--- src/rtl/lz4_match_copier_if.sv ---
`default_nettype none
// ============================================================================
//  Module      : lz4_match_copier_if
//  Description : Literal/match command, history-buffer and output-stream
//                signals of the LZ4 match copier.
//  Revision    : 1.0 - initial release
// ============================================================================
interface lz4_match_copier_if #(
    parameter int word_size    = 8,
    parameter int address_size = 4
);
    logic                    lit_valid;
    logic [word_size-1:0]    lit_data;
    logic                    lit_ready;

    logic                    match_valid;
    logic [address_size-1:0] match_offset;
    logic [15:0]             match_len;
    logic                    match_ready;

    logic [address_size-1:0] buf_address_r;
    logic [word_size-1:0]    buf_data_out;
    logic [address_size-1:0] buf_address_w;
    logic [word_size-1:0]    buf_data_in;
    logic                    buf_write;

    logic                    out_valid;
    logic [word_size-1:0]    out_data;
    logic                    copy_done;
    logic                    err;

    // Environment side: sequence parser, output_buffer and downstream consumer.
    modport master (
        output lit_valid, lit_data, match_valid, match_offset, match_len,
        output buf_data_out,
        input  lit_ready, match_ready, buf_address_r, buf_address_w,
        input  buf_data_in, buf_write, out_valid, out_data, copy_done, err
    );

    // Copier side.
    modport slave (
        input  lit_valid, lit_data, match_valid, match_offset, match_len,
        input  buf_data_out,
        output lit_ready, match_ready, buf_address_r, buf_address_w,
        output buf_data_in, buf_write, out_valid, out_data, copy_done, err
    );
endinterface
`default_nettype wire

--- src/rtl/lz4_match_copier.sv ---
`default_nettype none
// ============================================================================
//  Module      : lz4_match_copier
//  Description : Writes literals and copies LZ4 matches (one byte/cycle,
//                overlap-safe) into the history buffer, mirroring every
//                written byte on the output stream.
//                Optional macro LZ4_COPY_BYPASS_EN forwards the previous
//                write for read-first buffers.
//  Revision    : 1.0 - initial release
// ============================================================================
module lz4_match_copier #(
    parameter int word_size    = 8,
    parameter int address_size = 4
) (
    input  wire logic         clk,
    input  wire logic         rst,
    lz4_match_copier_if.slave bus
);

    typedef enum logic [0:0] {
        IDLE = 1'b0,
        COPY = 1'b1
    } state_t;

    state_t                  state;
    logic [address_size-1:0] wp;
    logic [address_size-1:0] rp;
    logic [15:0]             rd_left;
    logic [15:0]             wr_left;
    logic                    pend;
    logic                    copy_done;
    logic                    err;

    logic                    lit_fire;
    logic                    match_fire;
    logic                    write_en;
    logic [word_size-1:0]    write_data;
    logic [word_size-1:0]    copy_data;

    // A literal always wins over a match offered in the same cycle.
    assign lit_fire   = (state == IDLE) && bus.lit_valid;
    assign match_fire = (state == IDLE) && bus.match_valid && !bus.lit_valid;
    assign write_en   = lit_fire || ((state == COPY) && pend);
    assign write_data = (state == COPY) ? copy_data : bus.lit_data;

`ifdef LZ4_COPY_BYPASS_EN
    logic [address_size-1:0] last_wa;
    logic [address_size-1:0] last_ra;
    logic [word_size-1:0]    last_wd;
    logic                    last_we;

    // With a read-first buffer, a read of the address written on the same
    // edge returns stale data; substitute the byte that was just written.
    always_ff @(posedge clk or posedge rst) begin
        if (rst) begin
            last_wa <= '0;
            last_ra <= '0;
            last_wd <= '0;
            last_we <= 1'b0;
        end else begin
            last_wa <= wp;
            last_ra <= rp;
            last_wd <= write_data;
            last_we <= write_en;
        end
    end

    assign copy_data = (last_we && (last_wa == last_ra)) ? last_wd : bus.buf_data_out;
`else
    assign copy_data = bus.buf_data_out;
`endif

    always_ff @(posedge clk or posedge rst) begin
        if (rst) begin
            state     <= IDLE;
            wp        <= '0;
            rp        <= '0;
            rd_left   <= '0;
            wr_left   <= '0;
            pend      <= 1'b0;
            copy_done <= 1'b0;
            err       <= 1'b0;
        end else begin
            copy_done <= 1'b0;
            case (state)
                IDLE: begin
                    if (lit_fire) begin
                        wp <= wp + 1'b1;
                    end else if (match_fire) begin
                        if (bus.match_offset == '0) begin
                            err <= 1'b1;
                        end else if (bus.match_len != 16'd0) begin
                            rp      <= wp - bus.match_offset;
                            rd_left <= bus.match_len;
                            wr_left <= bus.match_len;
                            pend    <= 1'b0;
                            state   <= COPY;
                        end
                    end
                end
                COPY: begin
                    // Read side runs one cycle ahead of the write side.
                    if (rd_left != 16'd0) begin
                        rp      <= rp + 1'b1;
                        rd_left <= rd_left - 16'd1;
                        pend    <= 1'b1;
                    end else begin
                        pend    <= 1'b0;
                    end
                    if (pend) begin
                        wp      <= wp + 1'b1;
                        wr_left <= wr_left - 16'd1;
                        if (wr_left == 16'd1) begin
                            state     <= IDLE;
                            copy_done <= 1'b1;
                        end
                    end
                end
                default: state <= IDLE;
            endcase
        end
    end

    assign bus.lit_ready     = (state == IDLE);
    assign bus.match_ready   = (state == IDLE) && !bus.lit_valid;
    assign bus.buf_address_r = rp;
    assign bus.buf_address_w = wp;
    assign bus.buf_data_in   = write_data;
    assign bus.buf_write     = write_en;
    assign bus.out_valid     = write_en;
    assign bus.out_data      = write_data;
    assign bus.copy_done     = copy_done;
    assign bus.err           = err;

endmodule
`default_nettype wire

--- src/flat_wrapper.sv ---
// flat-port wrapper written by rule: the top's interface ports become plain ports
module lz4_match_copier_flat 
#(
    parameter int word_size    = 8,
    parameter int address_size = 4
)
  (clk, rst, bus_lit_valid, bus_lit_data, bus_match_valid, bus_match_offset, bus_match_len, bus_buf_data_out, bus_lit_ready, bus_match_ready, bus_buf_address_r, bus_buf_address_w, bus_buf_data_in, bus_buf_write, bus_out_valid, bus_out_data, bus_copy_done, bus_err);
  lz4_match_copier_if #(.word_size(word_size), .address_size(address_size)) bus_i ();
  input  wire logic clk;
  input  wire logic rst;
  input wire logic [$bits(bus_i.lit_valid)-1:0] bus_lit_valid;
  input wire logic [$bits(bus_i.lit_data)-1:0] bus_lit_data;
  input wire logic [$bits(bus_i.match_valid)-1:0] bus_match_valid;
  input wire logic [$bits(bus_i.match_offset)-1:0] bus_match_offset;
  input wire logic [$bits(bus_i.match_len)-1:0] bus_match_len;
  input wire logic [$bits(bus_i.buf_data_out)-1:0] bus_buf_data_out;
  output wire logic [$bits(bus_i.lit_ready)-1:0] bus_lit_ready;
  output wire logic [$bits(bus_i.match_ready)-1:0] bus_match_ready;
  output wire logic [$bits(bus_i.buf_address_r)-1:0] bus_buf_address_r;
  output wire logic [$bits(bus_i.buf_address_w)-1:0] bus_buf_address_w;
  output wire logic [$bits(bus_i.buf_data_in)-1:0] bus_buf_data_in;
  output wire logic [$bits(bus_i.buf_write)-1:0] bus_buf_write;
  output wire logic [$bits(bus_i.out_valid)-1:0] bus_out_valid;
  output wire logic [$bits(bus_i.out_data)-1:0] bus_out_data;
  output wire logic [$bits(bus_i.copy_done)-1:0] bus_copy_done;
  output wire logic [$bits(bus_i.err)-1:0] bus_err;
  assign bus_i.lit_valid = bus_lit_valid;
  assign bus_i.lit_data = bus_lit_data;
  assign bus_i.match_valid = bus_match_valid;
  assign bus_i.match_offset = bus_match_offset;
  assign bus_i.match_len = bus_match_len;
  assign bus_i.buf_data_out = bus_buf_data_out;
  assign bus_lit_ready = bus_i.lit_ready;
  assign bus_match_ready = bus_i.match_ready;
  assign bus_buf_address_r = bus_i.buf_address_r;
  assign bus_buf_address_w = bus_i.buf_address_w;
  assign bus_buf_data_in = bus_i.buf_data_in;
  assign bus_buf_write = bus_i.buf_write;
  assign bus_out_valid = bus_i.out_valid;
  assign bus_out_data = bus_i.out_data;
  assign bus_copy_done = bus_i.copy_done;
  assign bus_err = bus_i.err;
  lz4_match_copier #(.word_size(word_size), .address_size(address_size)) u_core (.clk(clk), .rst(rst), .bus(bus_i));
endmodule
--- config.mk ---
export PLATFORM = sky130hd
export DESIGN_NAME = lz4_match_copier_flat
export DESIGN_NICKNAME = d
export VERILOG_FILES = /design/src/rtl/lz4_match_copier_if.sv /design/src/rtl/lz4_match_copier.sv /design/src/flat_wrapper.sv
export SDC_FILE = /design/constraint.sdc
export NUM_CORES = 1
export LEC_CHECK = 0
export CAP_MARGIN = 20
export CELL_PAD_IN_SITES_DETAIL_PLACEMENT = 0
export CELL_PAD_IN_SITES_GLOBAL_PLACEMENT = 1
export CORE_UTILIZATION = 30
export CTS_BUF_LIST = sky130_fd_sc_hd__clkbuf_4 sky130_fd_sc_hd__clkbuf_8
export DETAILED_ROUTE_END_ITERATION = 10
export GPL_TIMING_DRIVEN = 1
export PLACE_DENSITY = 0.66
export SYNTH_ARGS = -nofsm -noshare
export SYNTH_HDL_FRONTEND = slang
export SYNTH_SLANG_ARGS = --single-unit
export TNS_END_PERCENT = 30
--- constraint.sdc ---
create_clock -name clk -period 3.1 [get_ports clk]
set_clock_uncertainty 0.15 [all_clocks]
set_input_delay 0.93 -clock clk [delete_from_list [all_inputs] [get_ports clk]]
set_output_delay 0.93 -clock clk [all_outputs]
set_load 0.01 [all_outputs]
==> out/qor.txt, run 1 <==
Status: finished clean
Mapped Nets: 371
Register-to-Register Path Depth: 5
Global-route wire length before repair: 14.3 mm
Ys flop type: dfrtp_1
Max Clk Rate: 337 MHz
DR pass1 iterations: 5
Count of different cell masters after synthesis: 61
Crit share post-route: 95.8%
Starting Density: 31.0%
H-tree levels: 2
Finish-stage setup viols: 0
Beginning of the critical path: bus_lit_data[4]
Max FO, Critical Path: 2
Met2 usage: 31.9%
Final Cell Area: 4010 um2
Register area share after synthesis: 38.5%
Die area: 9930 um2
Cell count after synthesis: 322
Max VDD drop: 0.000213 V
Final #Nets: 464
Utilization after layout: 43.4%
Clock tree buffer depth: 2
Synth Register Bits: 44
CTS root buf: clkbuf_8
Critical path's largest stage delay: 0.40 ns
Layout area overhead: 40.1%
RR Endpoint: u_core.wr_left[11]
Cell family with most CP delay: buffers and inverters
GR Util met3: 2.88%
Synth Area per Inst: 8.89 um2
Routability cong.: 0.806
Area share of the largest cell type after synthesis: 38.5%
Headroom to the max-slew limit: 45.5%
WS Path Type: in2out
DR WL/cell: 16.4 um
I/O pins: 70
CORE AREA: 9240 um2
Reg clk slew, reported paths: 0.08 ns
Tmin final: 2.97 ns
M1 GR Usage: 24.4%
Critical path data required time: 2.02 ns
Antenna diodes: 0
Antenna violations before repair: 0
Post-synth EDFFs: 0
Grt total ovfl: 0
CTS Hold Bufs: 0
Post-synth ARST share: 100%
Yosys top cell by area: dfrtp_1
Row Count: 35
Vias in the first global route: 2744
Worst skew pair latency: 0.30 ns
Number of CTS-inserted buffers: 5
Power Total: 1.97 mW
CP max stage cell: clkdlybuf4s50_1
Remaining routing DRC violations: 0
Worst R2R Setup Slack: 0.47 ns
Critical-path cell list: clkdlybuf4s50_1, mux2_2, dlygate4sd2_1
HP Class: reg2reg
GRT Max-Usage Layer: met2
RSZ-0062 raised after global routing: no
CTS tree: built
Synth Warn #: 0
CP Capture Point: bus_buf_data_in[4]
Die Wd: 99.7 um
Overall Global Routing Usage: 18.6%
Pins Over Slew Limit: 0
Routed Wire Length: 8.92 mm
Critical path capture point type: output port
Drt via density: 5.30
Fin Hold WS: 0.335 ns
Post-DP Area: 3940 um2
Startpoint types: input port
Post-DRT Antenna Nets: 0
WP data arrival: 1.89 ns
Crit. path cell count: 3
Pwr/cell area: 491 nW/um2
Vias: 2891
Largest net degree at the start of global routing: 45
Hold Vio Cnt, Final: 0
Post-DP HPWL: 6.67 mm
Share of layout cells above drive strength 1: 17.5%
Clk sinks: 44
Least-Margin Pin Slew: 0.810 ns
IO Port Bufs: 69
Synthesized area: 2860 um2
Worst Path Buf+Inv: 2
Die Ht: 99.7 um
Leakage: 1.70 nW
Main area contributors after synthesis: dfrtp_1 38%, nand2_1 4.1%, mux2_2 3.5%
MaxCap Viol Count: 0
Worst reg2reg startpoint: u_core.wr_left[4]
First DRT Iteration DRCs: 135
## state kept, by name (all words and copies together) (netlist names)
| name | cells |
|---|---|
| u_core.bus.copy_done | 1 |
| u_core.pend | 1 |
| u_core.bus.err | 1 |
| u_core.bus.buf_address_w | 4 |
| u_core.bus.buf_address_r | 4 |
| u_core.state | 1 |
| u_core.rd_left | 16 |
| u_core.wr_left | 16 |
## kinds of logic after synthesis
kind of cell	share of synthesized area (%)
mux	4.24
simple gates	21.2
xor+xnor	3.06
compound gates	22.4
buf+inv	6.43
fa+ha+maj	4.20
flops	38.5
## layout by cell type (no fill, tap or decap), drive strengths merged, types with 9 or more instances in the layout
| master | n |
|---|---|
| nor4 | 9 |
| dlygate4sd2 | 19 |
| mux2 | 9 |
| clkdlybuf4s50 | 50 |
| nor3 | 18 |
| buf | 41 |
| dfrtp | 44 |
| inv | 15 |
| nand3 | 12 |
| nor2 | 23 |
| o21ai | 18 |
| a21oi | 19 |
| nand2 | 31 |
## report_power, final
part / internal (mW) / leakage, nW / switching, mW
Combinational: 0.349 / 1.16 / 0.249
Clock: 0.190 / 0.0479 / 0.214
Sequential: 0.742 / 0.499 / 0.227
## timing repair
action                                  in CTS  in global routing
buffers inserted                             0                  0
gates resized for setup                     19                  0
hold endpoints to repair                     0                  0
endpoints found under the setup margin      19                  0
## cell type report
cell class / instances / area (um2)
sequential: 44 / 1100
multi-input combinational: 238 / 1580
tap: 129 / 161
timing repair buffer: 110 / 1010
inverter: 16 / 60.1
fill: 949 / 5230
clock buffer: 7 / 90.1
clock inverter: 1 / 7.51
## cells in the mapped netlist, types with 3 or more instances
master / count
a21oi_1: 19
a31oi_1: 3
and3_1: 3
buf_4: 9
clkbuf_1: 14
dfrtp_1: 44
ha_1: 8
inv_1: 16
mux2_2: 9
nand2_1: 31
nand3_1: 12
nand4_1: 6
nor2_1: 23
nor3_1: 18
nor4_1: 8
o211ai_1: 3
o21ai_0: 18
o221a_2: 3
o221ai_1: 3
o22ai_1: 4
o31ai_1: 3
o32ai_1: 4
xnor2_1: 6
xor2_1: 4
## worst min path at each step
stage / start / endpoint / slack [ns] / cells after the start
2_1_floorplan: u_core.wr_left[6] / u_core.wr_left[6] / 0.35 / 1
3_3_place_gp: u_core.bus.err / u_core.bus.err / 0.31 / 1
3_5_place_dp: u_core.bus.err / u_core.bus.err / 0.32 / 1
4_1_cts: u_core.bus.err / u_core.bus.err / 0.34 / 1
5_1_grt: u_core.bus.err / u_core.bus.err / 0.35 / 1
6_report: u_core.bus.err / u_core.bus.err / 0.34 / 1
## routing by layer
layer	share of wire, %	up-vias	wire length [um]
met4	0.90	0	80
met5	0	-	0
li1	-	1388	-
met3	6.9	8	614
met1	44	1385	3920
met2	48	110	4300
## metrics by stage
step / worst slack, ns / instances / TNS, ns
2_1_floorplan: 0.296 / 322 / 0
3_3_place_gp: -0.100 / 537 / -1.26
3_5_place_dp: -0.0961 / 537 / -1.45
4_1_cts: 0.131 / 545 / 0
5_1_grt: 0.0956 / 545 / 0
6_report: 0.131 / 545 / 0
(Power assumes the default switching activity.)
==> run 2, diff against run 1 <==
--- a/config.mk
+++ b/config.mk
@@ -9,10 +9,11 @@
 export CELL_PAD_IN_SITES_DETAIL_PLACEMENT = 0
 export CELL_PAD_IN_SITES_GLOBAL_PLACEMENT = 1
 export CORE_UTILIZATION = 30
-export CTS_BUF_LIST = sky130_fd_sc_hd__clkbuf_4 sky130_fd_sc_hd__clkbuf_8
+export CTS_BUF_LIST = sky130_fd_sc_hd__clkbuf_16
 export DETAILED_ROUTE_END_ITERATION = 10
 export GPL_TIMING_DRIVEN = 1
 export PLACE_DENSITY = 0.66
+export REMOVE_ABC_BUFFERS = 1
 export SYNTH_ARGS = -nofsm -noshare
 export SYNTH_HDL_FRONTEND = slang
 export SYNTH_SLANG_ARGS = --single-unit
==> constraint.sdc (replaced) <==
create_clock -name clk -period 2.9 [get_ports clk]
set_clock_uncertainty 0.15 [all_clocks]
set_input_delay 0.87 -clock clk [delete_from_list [all_inputs] [get_ports clk]]
set_output_delay 0.87 -clock clk [all_outputs]
set_load 0.01 [all_outputs]
==> out/qor.txt, run 2 (synthesized netlist as in run 1, its figures left out) <==
Vias in the first global route: 2616
Row Count: 35
Part of the power in combinational logic: 28.3%
Filler cells: 929
Die Ht: 99.7 um
Die area: 9930 um2
Crit share post-route: 98.5%
Startpoint types: input port
HP Class: reg2reg
Share of layout cells above drive strength 1: 16.9%
Final #Nets: 462
Vias: 2845
MaxCap Viol Count: 0
CTS tree: built
Routability cong.: 0.787
Tmin final: 2.86 ns
PnR worst setup slack: 0.0422 ns
CP Capture Point: bus_out_data[4]
IO Port Bufs: 69
Antenna diodes: 0
Power Total: 2.35 mW
RSZ-0062 raised after global routing: no
WP data arrival: 1.84 ns
Critical path capture point type: output port
Hold depth: 1
Post-DRT Antenna Nets: 0
Layout area overhead: 41.0%
Routed Wire Length: 9.07 mm
Finish-stage setup viols: 0
Drt via density: 5.24
Leakage: 1.72 nW
Largest net degree at the start of global routing: 32
Internal power: 1.57 mW
CTS root buf: clkbuf_16
Antenna violations before repair: 0
Status: finished clean
Die Wd: 99.7 um
Net Switching: 777 uW
Worst R2R Setup Slack: 0.47 ns
Max FO, Critical Path: 2
Pwr/cell area: 582 nW/um2
CTS Hold Bufs: 0
Post-DP HPWL: 6.88 mm
DR WL/cell: 16.7 um
First DRT Iteration DRCs: 147
Clock power share: 27.4%
M1 GR Usage: 27.2%
Starting Density: 31.0%
Commonest cells after routing, fill and taps aside: 50 x clkdlybuf4s50_1, 43 x dfrtp_1, 38 x buf_4, 31 x nand2_1, 23 x nor2_1
GR Util met3: 2.39%
Remaining routing DRC violations: 0
Dpl ws: -0.156 ns
Pins Over Slew Limit: 0
Headroom to the max-slew limit: 63.8%
Overall Global Routing Usage: 18.4%
Reg clk slew, reported paths: 0.07 ns
Beginning of the critical path: bus_buf_data_out[4]
H-tree levels: 2
I/O pins: 70
Postcts setup bufs: 0
Global-route wire length before repair: 14.2 mm
Clock tree buffer depth: 2
Least-Margin Pin Slew: 0.543 ns
# resized after CTS: 19
Register-to-Register Path Depth: 5
CORE AREA: 9240 um2
RR Endpoint: u_core.state
WS Path Type: in2out
Number of CTS-inserted buffers: 5
Switching Fraction: 33.0%
Max Clk Rate: 350 MHz
Worst reg2reg startpoint: u_core.wr_left[8]
Part of the power in registers: 44.2%
Critical path data required time: 1.88 ns
Commonest non-fill, non-tap cell in the layout: clkdlybuf4s50_1
DR pass1 iterations: 4
Hold Vio Cnt, Final: 0
Clk sinks: 44
Met2 usage: 28.4%
Max VDD drop: 0.000261 V
Regs by FF count: u_core.rd_left: 16 flops, u_core.wr_left: 16 flops
GRT Max-Usage Layer: met2
Grt total ovfl: 0
Worst skew pair latency: 0.29 ns
-- run 2: area by class of cell --
cell class                      instances  area [um2]  area share, %
Timing Repair Buffer                  108         972           24.1
Sequential cell                        44        1100           27.3
Clock buffer                            5         125           3.10
Multi-Input combinational cell        238        1580           39.1
Tap cell                              129         161           4.00
Inverter                               16        60.1           1.49
Clock inverter                          3        37.5          0.930
-- run 2: worst min path at each step --
stage                       from           endpoint  slack, ns
3_3_place_gp      u_core.bus.err     u_core.bus.err       0.30
6_report          u_core.bus.err     u_core.bus.err       0.32
4_1_cts           u_core.bus.err     u_core.bus.err       0.32
2_1_floorplan  u_core.wr_left[6]  u_core.wr_left[6]       0.35
5_1_grt           u_core.bus.err     u_core.bus.err       0.33
3_5_place_dp      u_core.bus.err     u_core.bus.err       0.31
-- run 2: power groups by stage --
stage          logic [mW]  clock network, mW  registers [mW]
3_5_place_dp        0.678                  0            1.04
2_1_floorplan       0.379                  0            1.00
6_report            0.666              0.645            1.04
5_1_grt             0.742              0.676            1.07
3_3_place_gp        0.664                  0            1.03
4_1_cts             0.674              0.653            1.03
-- run 2: routing by layer --
| layer | vias to the layer above | share of wire (%) |
|---|---|---|
| li1 | 1396 | - |
| met1 | 1389 | 49 |
| met2 | 54 | 46 |
| met3 | 6 | 4.0 |
| met4 | 0 | 0.90 |
| met5 | - | 0 |
-- run 2: metrics by stage --
step / instances / util, % / area, um2 / hold WS [ns] / TNS, ns
after detailed placement: 535 / 42.2 / 3900 / 0.308 / -4.74
after global placement: 535 / 42.2 / 3900 / 0.303 / -5.00
after global routing: 543 / 43.7 / 4040 / 0.334 / 0
final: 543 / 43.7 / 4040 / 0.321 / 0
after CTS: 543 / 43.7 / 4040 / 0.323 / 0
after floorplan: 298 / - / 2740 / 0.350 / -1.23
-- run 2: critical path, stage by stage --
cell and delay (ns):
clkdlybuf4s50_1 0.41, mux2_2 0.27, dlygate4sd2_1 0.29
